[src/rtl/pm_loader.sv]
`default_nettype none
// pm_loader: takes a nibble-serial LEN / data / CHK frame from a host, writes it to program memory
// and holds the MPU in reset until the checksum verifies.  Rev 1.0
module pm_loader #(
  parameter int ADDR_W = 8,
  parameter int DATA_W = 8
) (
  input  logic              clk,
  input  logic              reset,
  input  logic              load_req,
  input  logic              load_abort,
  input  logic [3:0]        host_nibble,
  input  logic              host_valid,
  output logic              host_ready,
  output logic              pm_wr_en,
  output logic [ADDR_W-1:0] pm_wr_addr,
  output logic [DATA_W-1:0] pm_wr_data,
  output logic              mpu_reset,
  output logic              load_done,
  output logic              load_err
);

  localparam logic [3:0] IDLE   = 4'd0;
  localparam logic [3:0] LEN_HI = 4'd1;
  localparam logic [3:0] LEN_LO = 4'd2;
  localparam logic [3:0] DAT_HI = 4'd3;
  localparam logic [3:0] DAT_LO = 4'd4;
  localparam logic [3:0] WRITE  = 4'd5;
  localparam logic [3:0] CHK_HI = 4'd6;
  localparam logic [3:0] CHK_LO = 4'd7;
  localparam logic [3:0] DONE   = 4'd8;
  localparam logic [3:0] ERROR  = 4'd9;

  localparam int CMP_W = (ADDR_W > DATA_W) ? ADDR_W : DATA_W;

  logic [3:0]        state;
  logic [3:0]        hi_nib;
  logic [DATA_W-1:0] len;
  logic [ADDR_W-1:0] addr;
  logic [DATA_W-1:0] csum;
  logic              xfer;
  logic              busy;
  logic              last;

  assign host_ready = state inside {LEN_HI, LEN_LO, DAT_HI, DAT_LO, CHK_HI, CHK_LO};
  assign xfer       = host_valid & host_ready;
  assign busy       = !(state inside {IDLE, DONE, ERROR});
  assign last       = CMP_W'(addr) == CMP_W'(len);

  // Status outputs decode straight from state so reset clears them without waiting for a clock.
  assign pm_wr_en  = (state == WRITE);
  assign mpu_reset = busy | (state == ERROR);
  assign load_done = (state == DONE);
  assign load_err  = (state == ERROR);

  always_ff @(posedge clk or posedge reset) begin
    if (reset) begin
      state      <= IDLE;
      hi_nib     <= '0;
      len        <= '0;
      addr       <= '0;
      csum       <= '0;
      pm_wr_addr <= '0;
      pm_wr_data <= '0;
    end else if (!busy) begin
      if (load_req) begin
        state <= LEN_HI;
        addr  <= '0;
        csum  <= '0;
      end
    end else if (load_abort) begin
      state <= ERROR;
    end else begin
      case (state)
        LEN_HI: if (xfer) begin
          hi_nib <= host_nibble;
          state  <= LEN_LO;
        end
        LEN_LO: if (xfer) begin
          len   <= {hi_nib, host_nibble};
          state <= DAT_HI;
        end
        DAT_HI: if (xfer) begin
          hi_nib <= host_nibble;
          state  <= DAT_LO;
        end
        DAT_LO: if (xfer) begin
          pm_wr_addr <= addr;
          pm_wr_data <= {hi_nib, host_nibble};
          state      <= WRITE;
        end
        WRITE: begin
          csum <= csum + pm_wr_data;
          // Stop on the last address rather than incrementing, so LEN=255 never wraps.
          if (last) begin
            state <= CHK_HI;
          end else begin
            addr  <= addr + ADDR_W'(1);
            state <= DAT_HI;
          end
        end
        CHK_HI: if (xfer) begin
          hi_nib <= host_nibble;
          state  <= CHK_LO;
        end
        CHK_LO: if (xfer) begin
          state <= ({hi_nib, host_nibble} == csum) ? DONE : ERROR;
        end
        default: state <= IDLE;
      endcase
    end
  end

endmodule
`default_nettype wire

[config.mk]
export PLATFORM = sky130hd
export DESIGN_NAME = pm_loader
export DESIGN_NICKNAME = d
export VERILOG_FILES = /design/src/rtl/pm_loader.sv
export SDC_FILE = /design/constraint.sdc
export NUM_CORES = 1
export LEC_CHECK = 0
export BUFFER_PORTS_ARGS = -buffer_cell sky130_fd_sc_hd__buf_4
export CORE_MARGIN = 10
export CORE_UTILIZATION = 30
export CTS_CLUSTER_DIAMETER = 80
export DETAILED_ROUTE_END_ITERATION = 8
export PLACE_DENSITY_LB_ADDON = 0.15
export SKIP_CTS_REPAIR_TIMING = 1
export SYNTH_ARGS = -nofsm -noshare
export SYNTH_HDL_FRONTEND = slang
export SYNTH_SLANG_ARGS = --single-unit
[constraint.sdc]
create_clock -name clk -period 1.7 [get_ports clk]
set_input_delay 0.255 -clock clk [delete_from_list [all_inputs] [get_ports clk]]
set_output_delay 0.255 -clock clk [all_outputs]
set_load 0.05 [all_outputs]
# ---- Yosys cells after proc, flatten, opt, wreduce, memory -nomap -nowiden
# Index checks and enable logic that the tools add are counted.
dict set report totals {
  elab_cells 65
  output_inout_bits 21
  reg_bits 48
}
dict set report classes {
  bitwise_logic 4
  n_reduce_logical 12
  n_mux 20
  n_eq_ne 20
  addsub 2
}
# operator n
set ops {}
lappend ops {{$mux W8} 8}
lappend ops {{$mux W4} 9}
lappend ops {{$pmux W4 S7} 1}
lappend ops {{$ne A4 B3 Y1 const B} 6}
lappend ops {{$eq A4 B3 Y1 const B} 4}
lappend ops {{$eq A8 B8 Y1} 2}
lappend ops {{$reduce_and A4 Y1} 4}
lappend ops {{$add A8 B1 Y8 const B} 1}
lappend ops {{$add A8 B8 Y8} 1}
lappend ops {{$eq A4 B2 Y1 const B} 2}
lappend ops {{$eq A4 B4 Y1 const B} 2}
lappend ops {{$reduce_and A7 Y1} 1}
lappend ops {{$reduce_bool A6 Y1} 1}
lappend ops {{$eq A4 B1 Y1 const B} 1}
lappend ops {{$logic_not A4 Y1} 1}
lappend ops {{$ne A2 B1 Y1 const B} 2}
lappend ops {{$mux W3} 1}
lappend ops {{$reduce_and A3 Y1} 1}
lappend ops {{$reduce_bool A3 Y1} 1}
lappend ops {{$reduce_or A3 Y1} 1}
lappend ops {{$ne A2 B2 Y1 const B} 1}
lappend ops {{$not A1 Y1} 2}
lappend ops {{$reduce_bool A2 Y1} 1}
lappend ops {{$and A1 B1 Y1} 1}
lappend ops {{other kinds (3)} 3}

# ---- Depth between registers and ports, before layout
# Gate-level depths: netlist of the first run.
dict set report depth {
  word_depth 7
  mapped_depth 7
}

# ---- Least setup slack after synthesis of the first run
# No wires, ideal clock.
dict set report synth_path {
  path_type {flip-flop to flip-flop}
  startpoint {register pm_wr_data[0]}
  endpoint {register csum[6]}
  arrival_ps 1958
  stages_incl_launch_ff 8
  setup_time_ps 130
  t_required_ps 1570
  synth_period_minus_slack_ps 2088
  setup_slack_ps -388
  cell_sequence {dfrtp_1 -> ha_1 -> fa_1 -> a21o_1 -> a21o_1 -> a21oi_1 -> or4b_1 -> nand3_1}
}
dict set report synth_between {
  elab_chain_len 4
}
# element line
set synth_lines {}
lappend synth_lines {{start: declaration} 17} ;# output logic [DATA_W-1:0] pm_wr_data,
lappend synth_lines {{start signal: assignment} 89} ;# pm_wr_data <= {hi_nib, host_nibble};
lappend synth_lines {{$add A8 B8 Y8} 93} ;# csum <= csum + pm_wr_data;
lappend synth_lines {{$mux W8} 74} ;# case (state)
lappend synth_lines {{$mux W8} 71} ;# end else if (load_abort) begin
lappend synth_lines {{$mux W8} 65} ;# end else if (!busy) begin
lappend synth_lines {{end signal: assignment} 93}
lappend synth_lines {{end: declaration} 40} ;# logic [DATA_W-1:0] csum;
# Every way passes these cells. The select of a mux whose other input is x is not followed.
# A chain may end at the register's enable or synchronous reset.

# ---- Worst setup path after layout of the first run
dict set report layout_path {
  startpoint {register csum[0]}
  endpoint {register csum[6]}
}
dict set report layout_between {
  elab_chain_len 4
}
# element line
set layout_lines {}
lappend layout_lines {{$add A8 B8 Y8} 93}
lappend layout_lines {{$mux W8} 74}
lappend layout_lines {{$mux W8} 71}
lappend layout_lines {{$mux W8} 65}
# Every way passes these cells. The select of a mux whose other input is x is not followed.

==> impl_results.md, run 1 <==
* Via count at 2021
* Worst Path Buf+Inv at 0
* Power Total at 4380 uW
* Routed Antenna Nets at 0
* DRC viols at 0
* Max Cap Violations at 0
* Die area at 0.0128 mm2
* Commonest non-fill, non-tap cell in the layout: buf_4
* Starting Density at 0.313
* Vias in the first global route at 2156
* CTS Sinks at 48
* Area Growth Syn to Fin at 35.1%
* Psw at 1540 uW
* Gate power share at 0.397
* FF-to-FF setup slack at -0.009 ns
* I/O pin cnt at 30
* Fmax at 585 MHz
* FFs w/ async S/R, synth at 1.00
* Top FF cell, synth: dfrtp_1
* Placer's final routability congestion estimate at 0.793
* End of the critical path: csum[6]
* Tmin final at 1.71 ns
* Slew margin rel. at 0.669
* Final worst slack at -0.00856 ns
* HP Class: primary input to async pin
* Yosys warns at 0
* Reg-to-Reg End: csum[6]
* # rows at 33
* Reg2reg start: csum[0]
* Routed len/inst at 15.9 um
* Slowest cell on crit path: dfrtp_1
* Post-Place Cells at 399
* VDD IR max at 0.423 mV
* Post-Synthesis Cells at 243
* Critical Path AT at 1.90 ns
* EDFF count, synth at 0
* Filler cells at 828
* Die width at 113 um
* Most frequent cells in the layout: 62 x buf_4, 43 x dfrtp_1, 27 x mux2_2
* CP Cell Sequence: ha_4 > fa_2 > a21o_1 > a21o_1 > a21oi_2 > or4b_1 > nand3_1
* Antenna Cells at 0
* CTS buffer count at 5
* Setup TNS at -0.00856 ns
* Fin. Hold Viols at 40
* Final WL at 6600 um
* Failing checks: hold timing, setup timing
* Root buffer cell: clkbuf_8
* DR vias/cell at 4.86
* Setup crit start: csum[0]
* Final setup viols at 1
* First drt pass iteration count at 4
* Synthesized flop and latch total at 48
* Worst Skew at 0.0117 ns
* Share of cells above drive strength 1 at 0.424
* H-Tree Depth at 2
* Critical Path Start Type: flip-flop
* CP top delay family: adder cells
* Sw Ratio at 0.350
* Total track usage at 0.105
* CTS tree: yes
* Clock-pin transition on the worst setup and hold timing paths at 0.10 ns
* Cell seen most often among critical-path stages: a21o_1
* Synth Net Count at 261
* Core ar. at 0.00834 mm2
* Status: complete, but fails checks
* Die height at 113 um
* Worst r2r path cells at 7
* Largest net degree at the start of global routing at 49
* Clk buf depth at 2
* Overflow after GRT at 0
* Critical path depth in cells at 7
* Final period utilization at 1.01
* Count of cell types in the netlist at 45
* Syn avg cell area at 10.7 um2
* Fin cells at 416
* First-pass GRT wire length at 11200 um
* Final Max Tran Viols at 0
* Cell Int Power at 2850 uW
* I/O Buffers at 29
* PD cells at 1240 mW/mm2
* Leak pwr at 0.00164 uW
* DR iter-0 viols at 86
* Sequential area share after synthesis at 0.460
* Latest clock arrival within the worst-skew pair at 0.31 ns
* Crit end category: flip-flop
* Synth Cell Area at 0.00261 mm2
* RSZ-0062 raised after global routing: true
* Clock share of power at 0.262
* Placed wire-length estimate at 4910 um
* Kind of critical path: flip-flop to flip-flop
* Seq pwr share at 0.341
* Initial antenna violation count at 0
* Critical path fanouts, max at 2
* Crit-path max cell delay at 0.42 ns
* Tightest hold margin at -0.0126 ns
* NumNets Final at 328
* Worst slew pin tran at 0.494 ns
* Worst path required time at 1.89 ns
-- cell families after synthesis --
kind of cell    Yosys count  synth area share
fa+ha+maj                 9            0.0460
xor+xnor                 25            0.0839
compound gates           43             0.104
simple gates             71             0.143
flops                    48             0.460
mux                      32             0.136
buf+inv                  15            0.0273
-- power by group through the flow --
stage          registers (uW)  logic (uW)  clock network [uW]
2_1_floorplan            1500         992                   0
3_3_place_gp             1510        1560                   0
3_5_place_dp             1520        1550                   0
4_1_cts                  1490        1560                1190
5_1_grt                  1520        1920                1220
6_report                 1490        1740                1150
-- per-stage QoR --
step           hold WS (ns)  instance area, um2   util  worst slack, ns
2_1_floorplan         0.405                2640      -           -0.151
3_3_place_gp          0.328                3190  0.383          -0.0913
3_5_place_dp          0.331                3190  0.383           -0.122
4_1_cts             -0.0135                3350  0.402           -0.133
5_1_grt             0.00401                3530  0.423          -0.0978
6_report            -0.0126                3530  0.423         -0.00856
-- final cells by class --
cell class / count / area [um2] / share of cell area
Inverter: 4 / 17.5 / 0.00496
Clock inverter: 3 / 90.1 / 0.0255
Multi-Input combinational cell: 180 / 1440 / 0.407
Clock buffer: 5 / 68.8 / 0.0195
Tap cell: 105 / 131 / 0.0372
Sequential cell: 48 / 1210 / 0.342
Timing Repair Buffer: 71 / 576 / 0.163
-- synth_stat cells (all sizes together) (2+ instances only) --
master	count	area [um2]
dfrtp	48	1200
mux2	27	304
nor2	18	67.6
xnor2	18	158
nand2	16	60.1
o21ai	16	80.1
ha	8	100
nand3	7	35.0
nand4	7	43.8
xor2	7	61.3
a21oi	6	30.0
clkbuf	6	25.0
nor3	6	41.3
buf	5	31.3
mux2i	5	50.1
o211ai	5	37.5
inv	4	15.0
a21o	3	22.5
and3	2	12.5
nand2b	2	20.0
nor2b	2	12.5
nor4	2	12.5
o21a	2	15.0
o21bai	2	15.0
o31ai	2	15.0
or3	2	12.5
-- registers in the layout, indices dropped and copies added, names as in the netlist --
name / cells
len: 8
pm_wr_data: 8
hi_nib: 4
pm_wr_addr: 8
csum: 8
state: 4
addr: 8
-- worst min-delay path, delay by kind of cell --
family                 cells  cell delay, ns
buffers and inverters      3            0.41
-- how the worst min path moves through the flow --
stage	from	endpoint
floorplan	host_nibble[0]	pm_wr_data[0]
global placement	reset	csum[0]
detailed placement	reset	pm_wr_addr[6]
CTS	reset	pm_wr_addr[4]
global route	reset	len[4]
finish	reset	len[4]
-- per-layer routing --
metal  GRT usage  wire (um)  part of all wire  vias up
met4      0.0254         61            0.0092        0
met5           0          0                 0        -
met3      0.0238        213             0.032        7
met1       0.135       3160              0.48      980
li1            -          -                 -     1005
met2       0.175       3160              0.48       29
No activity file was read; power rests on OpenSTA's default activity.
==> inputs of run 2 (changes only) <==
==> constraint.sdc (replaced) <==
create_clock -name clk -period 1.7 [get_ports clk]
set_input_delay 0.085 -clock clk [delete_from_list [all_inputs] [get_ports clk]]
set_output_delay 0.085 -clock clk [all_outputs]
set_load 0.05 [all_outputs]
==> impl_results.md, run 2 (synthesis gave the netlist of run 1 again) <==
* CTS tree: yes
* Slowest cell on crit path: or4b_1
* H-Tree Depth at 2 (unchanged)
* Filler cells at 834 (+0.72%)
* Root buffer cell: clkbuf_8
* CTS Sinks at 48 (unchanged)
* Starting Density at 0.313 (unchanged)
* Routed Antenna Nets at 0 (unchanged)
* Area Growth Syn to Fin at 29.3%
* Clk buf depth at 2 (unchanged)
* Reg-to-Reg End: csum[6]
* Worst Path Buf+Inv at 0 (unchanged)
* Core ar. at 0.00834 mm2 (unchanged)
* DR iter-0 viols at 64 (-26%)
* Final WL at 6350 um (-3.8%)
* Total track usage at 0.101 (-0.00458)
* Overflow after GRT at 0 (unchanged)
* Worst slew pin tran at 0.386 ns (-0.108 ns)
* Latest clock arrival within the worst-skew pair at 0.30 ns (about the same)
* Critical path fanouts, max at 4 (+2)
* Min-Delay Endpoint: state[1]
* FF-to-FF setup slack at -0.05 ns (-0.04 ns)
* CP Cell Sequence: ha_1 > a21o_1 > a21o_1 > a21oi_2 > or4b_1 > nand3_1
* Final period utilization at 1.03 (+0.0217)
* Slew margin rel. at 0.742 (+0.0734)
* Crit-path max cell delay at 0.46 ns (+0.04 ns)
* Antenna Cells at 0 (unchanged)
* Failing checks: setup timing
* Tmin final at 1.75 ns (+0.0369 ns)
* Kind of critical path: flip-flop to flip-flop
* Worst path required time at 1.93 ns (+0.04 ns)
* Final setup viols at 1 (unchanged)
* PD cells at 1150 mW/mm2 (-7.6%)
* First drt pass iteration count at 4 (unchanged)
* Commonest non-fill, non-tap cell in the layout: buf_4
* HP Class: primary input to flip-flop
* VDD IR max at 0.441 mV (+4.2%)
* Fmax at 573 MHz (-2.1%)
* NumNets Final at 323 (-1.5%)
* First-pass GRT wire length at 10700 um (-5.0%)
* Multi-input logic area at 0.00139 mm2 (-3.0%)
* CTS buffer count at 5 (unchanged)
* Routed len/inst at 15.4 um (-2.6%)
* Share of cells above drive strength 1 at 0.373 (-0.0519)
* I/O Buffers at 29 (unchanged)
* Status: complete, but fails checks
* Max Cap Violations at 0 (unchanged)
* CP top delay family: simple AND/OR/NAND/NOR gates
* Final core occ at 0.405 (-0.0183)
* Fin cells at 411 (-1.2%)
* Final worst slack at -0.0454 ns (-0.0369 ns)
* Leak pwr at 0.00158 uW (-3.4%)
* Largest net degree at the start of global routing at 34 (-31%)
* Critical path depth in cells at 6 (-1)
* Reg area at 0.00120 mm2 (-0.21%)
* Cell seen most often among critical-path stages: a21o_1
* DP Worst Slack at -0.109 ns (+0.0125 ns)
* Clock-pin transition on the worst setup and hold timing paths at 0.08 ns (-0.02 ns)
* Reg2reg start: pm_wr_data[2]
* Crit end category: flip-flop
* Die width at 113 um (unchanged)
* Cell depth of the worst hold path at 2
* Critical Path Start Type: flip-flop
* Initial antenna violation count at 0 (unchanged)
* Hold wc startpoint: load_abort
* # rows at 33 (unchanged)
* Worst Skew at 0.00651 ns (-0.00520 ns)
* Placer's final routability congestion estimate at 0.821 (+3.5%)
* Via count at 1997 (-1.2%)
* I/O pin cnt at 30 (unchanged)
* Critical Path AT at 1.98 ns (+0.08 ns)
* Placed wire-length estimate at 4940 um (+0.52%)
* Vias in the first global route at 2076 (-3.7%)
* Most frequent cells in the layout: 63 x buf_4, 45 x dfrtp_1, 27 x mux2_2
* Worst r2r path cells at 6 (-1)
* Post-Place Cells at 400 (+0.25%)
* Die height at 113 um (unchanged)
* Die area at 0.0128 mm2 (unchanged)
* Tightest hold margin at 0.0547 ns (+0.0673 ns)
* Final Max Tran Viols at 0 (unchanged)
* DRC viols at 0 (unchanged)
* RSZ-0062 raised after global routing: true
* DR vias/cell at 4.86 (about the same)
* Fin. Hold Viols at 0 (-100%)
## run 2: changes by cell type in the layout (fill, tap and decap cells not counted), moves of 2 or more
cell / change
dfrtp_1: +2
dfrtp_2: -2
buf_6: -8
bufinv_16: -2
o21ai_0: +2
## run 2: worst reg2reg max path, delay by kind of cell (launching register included)
family	cells	cell delay, ns
AND/OR/NAND/NOR	2	0.54
flip-flops	1	0.41
AO/OA/AOI/OAI	3	0.37
adder cells (fa/ha/maj)	1	0.36
## run 2: stage by stage
stage                     instance area, um2  TNS (ns)  total power [uW]
after floorplan                         2640    -0.260              2490
after global placement                  3210    -0.152              3090
after detailed placement                3210    -0.201              3090
after CTS                               3320    -0.296              3930
after global routing                    3380    -0.282              4150
final                                   3380   -0.0454              3880
## run 2: area by class of cell
class | instances | area share
clock buffers | 6 | 0.0215
clock inverters | 2 | 0.0104
inverters | 4 | 0.00445
multi-input cells | 180 | 0.413
flip-flops and latches | 48 | 0.357
well taps | 105 | 0.0389
repair buffers | 66 | 0.155
## run 2: how the worst max path moves through the flow
stage	start	endpoint	slack, ns
2_1_floorplan	pm_wr_data[0]	csum[6]	-0.13
3_3_place_gp	pm_wr_data[1]	csum[7]	-0.08
3_5_place_dp	pm_wr_data[1]	csum[7]	-0.11
4_1_cts	pm_wr_data[1]	csum[7]	-0.15
5_1_grt	csum[0]	csum[6]	-0.12
6_report	pm_wr_data[2]	csum[6]	-0.05
## run 2: where the power goes
part / leakage [uW] / internal [uW] / switching, uW / total (uW)
sequential: 0.000648 / 1310 / 170 / 1480
clock: 0.0000552 / 437 / 379 / 816
combinational: 0.000880 / 680 / 896 / 1580
total: 0.00158 / 2430 / 1450 / 3880
## run 2: layer usage
layer,track usage,share of wire,routed length [um],vias to the layer above
li1,-,-,-,995
met1,0.124,0.46,2940,960
met2,0.173,0.49,3090,36
met3,0.0222,0.040,252,6
met4,0.0254,0.0099,63,0
met5,0,0,0,-
==> inputs of run 3 (changes only) <==
--- a/config.mk
+++ b/config.mk
@@ -7,7 +7,7 @@
 export LEC_CHECK = 0
 export BUFFER_PORTS_ARGS = -buffer_cell sky130_fd_sc_hd__buf_4
 export CORE_MARGIN = 10
-export CORE_UTILIZATION = 30
+export CORE_UTILIZATION = 52
 export CTS_CLUSTER_DIAMETER = 80
 export DETAILED_ROUTE_END_ITERATION = 8
 export PLACE_DENSITY_LB_ADDON = 0.15
==> impl_results.md, run 3 (synthesis gave the netlist of run 1 again) <==
* Status: complete, but fails checks
* Failing checks: setup timing
* Latest clock arrival within the worst-skew pair at 0.30 ns (about the same)
* Worst r2r path cells at 7 (+1)
* Final Max Tran Viols at 0 (unchanged)
* Cell seen most often among critical-path stages: a21o_1
* DR vias/cell at 5.55 (+14%)
* Most frequent cells in the layout: 60 x buf_4, 44 x dfrtp_1, 27 x mux2_2
* PD cells at 1130 mW/mm2 (-1.6%)
* Largest net degree at the start of global routing at 32 (-5.9%)
* CTS tree: yes
* Gate power share at 0.418 (+0.011)
* Worst path required time at 1.88 ns (-0.05 ns)
* Antenna Cells at 0 (unchanged)
* Fmax at 567 MHz (-0.98%)
* Cell depth of the worst hold path at 2 (unchanged)
* Seq pwr share at 0.402 (+0.019)
* Slowest cell on crit path: dfrtp_2
* I/O pin cnt at 30 (unchanged)
* Worst Skew at 0.00575 ns (-0.000758 ns)
* Die area at 0.00826 mm2 (-36%)
* CP Cell Sequence: ha_4 > fa_2 > a21o_1 > a21o_1 > a21oi_2 > or4b_1 > nand3_1
* Critical Path AT at 1.95 ns (-0.03 ns)
* Commonest non-fill, non-tap cell in the layout: buf_4
* Overflow after GRT at 0 (unchanged)
* Clock share of power at 0.180 (-0.031)
* Vias in the first global route at 2133 (+2.7%)
* CTS buffer count at 5 (unchanged)
* Sw Ratio at 0.394 (+0.0211)
* NumNets Final at 319 (-1.2%)
* Worst slew pin tran at 0.406 ns (+0.0205 ns)
* Fin. Hold Viols at 0 (unchanged)
* Initial antenna violation count at 0 (unchanged)
* Critical Path Start Type: flip-flop
* CTS Sinks at 48 (unchanged)
* RSZ-0062 raised after global routing: true
* Slew margin rel. at 0.729 (-0.0137)
* Core ar. at 0.00479 mm2 (-43%)
* Cell Int Power at 2260 uW (-7.0%)
* Placer's final routability congestion estimate at 0.859 (+4.6%)
* Placed wire-length estimate at 4600 um (-6.7%)
* Final period utilization at 1.04 (+0.0101)
* Crit-path max cell delay at 0.43 ns (-0.03 ns)
* Setup TNS at -0.0627 ns (-0.0172 ns)
* First drt pass iteration count at 5 (+1)
* Final setup viols at 1 (unchanged)
* Area Growth Syn to Fin at 26.4%
* Share of cells above drive strength 1 at 0.395 (+0.0228)
* H-Tree Depth at 2 (unchanged)
* Routed Antenna Nets at 0 (unchanged)
* DR iter-0 viols at 195 (+200%)
* Root buffer cell: clkbuf_8
* Kind of critical path: flip-flop to flip-flop
* First-pass GRT wire length at 10900 um (+1.7%)
* DRC viols at 0 (unchanged)
* Leak pwr at 0.00153 uW (-3.6%)
* Final worst slack at -0.0627 ns (-0.0172 ns)
* HP Class: primary input to flip-flop
* Critical path fanouts, max at 2 (-2)
* Routed len/inst at 17.0 um (+9.9%)
* Final core occ at 0.690 (+0.285)
* # rows at 25 (-24%)
* Die width at 90.9 um (-20%)
* VDD IR max at 0.814 mV (+85%)
* Starting Density at 0.546 (+0.233)
* Psw at 1470 uW (+1.7%)
* I/O Buffers at 29 (unchanged)
* Final WL at 6250 um (-1.6%)
* Max Cap Violations at 0 (unchanged)
* Via count at 2042 (+2.3%)
* Crit end category: flip-flop
* Die height at 90.9 um (-20%)
* Clk buf depth at 2 (unchanged)
* Total track usage at 0.157 (+0.0567)
* Tmin final at 1.76 ns (+0.0172 ns)
* Clock-pin transition on the worst setup and hold timing paths at 0.09 ns (about the same)
* Power Total at 3730 uW (-3.8%)
run 3: final timing paths:
kind,from,end,slack (ns)
setup / recovery,pm_wr_data[0],csum[6],-0.06
hold / removal,load_abort,state[1],0.03
setup reg to reg,pm_wr_data[0],csum[6],-0.06
hold reg to reg,pm_wr_addr[5],pm_wr_addr[5],0.49
max in group asynchronous,reset,pm_wr_data[2],0.86
min in group asynchronous,reset,pm_wr_addr[5],0.32
run 3: layout make-up:
| cell class | instances | area, um2 |
|---|---|---|
| clock buffer | 5 | 68.8 |
| tap | 67 | 83.8 |
| clock inverter | 2 | 12.5 |
| inverter | 4 | 15.0 |
| timing repair buffer | 62 | 480 |
| multi-input combinational | 180 | 1440 |
| fill | 372 | 1480 |
| sequential | 48 | 1210 |
run 3: stage by stage:
step / instance area [um2] / setup WS, ns / hold WS (ns) / cells
after CTS: 3190 / -0.101 / -0.218 / 364
after floorplan: 2640 / -0.133 / 0.235 / 243
after global placement: 3110 / -0.0133 / 0.102 / 357
after detailed placement: 3110 / -0.0374 / 0.114 / 357
final: 3300 / -0.0627 / 0.0319 / 368
after global routing: 3300 / -0.153 / 0.0317 / 368
run 3: worst max-delay path: cells and delay by family (launching register included):
family / cells / cell delay [ns]
simple gates: 2 / 0.17
compound gates: 3 / 0.51
fa+ha+maj: 2 / 0.53
flops: 1 / 0.43
run 3: layer usage:
metal,part of all wire,vias to the layer above,GRT usage
met4,0.011,0,0.0431
li1,-,983,-
met2,0.46,57,0.242
met3,0.061,8,0.0357
met1,0.46,994,0.216
met5,0,-,0
run 3: power by group through the flow:
stage          Sequential (uW)  Clock, uW  Combinational, uW
2_1_floorplan             1500          0                992
3_3_place_gp              1510          0               1510
3_5_place_dp              1520          0               1530
4_1_cts                   1490        678               1540
5_1_grt                   1520        738               1710
6_report                  1500        671               1560
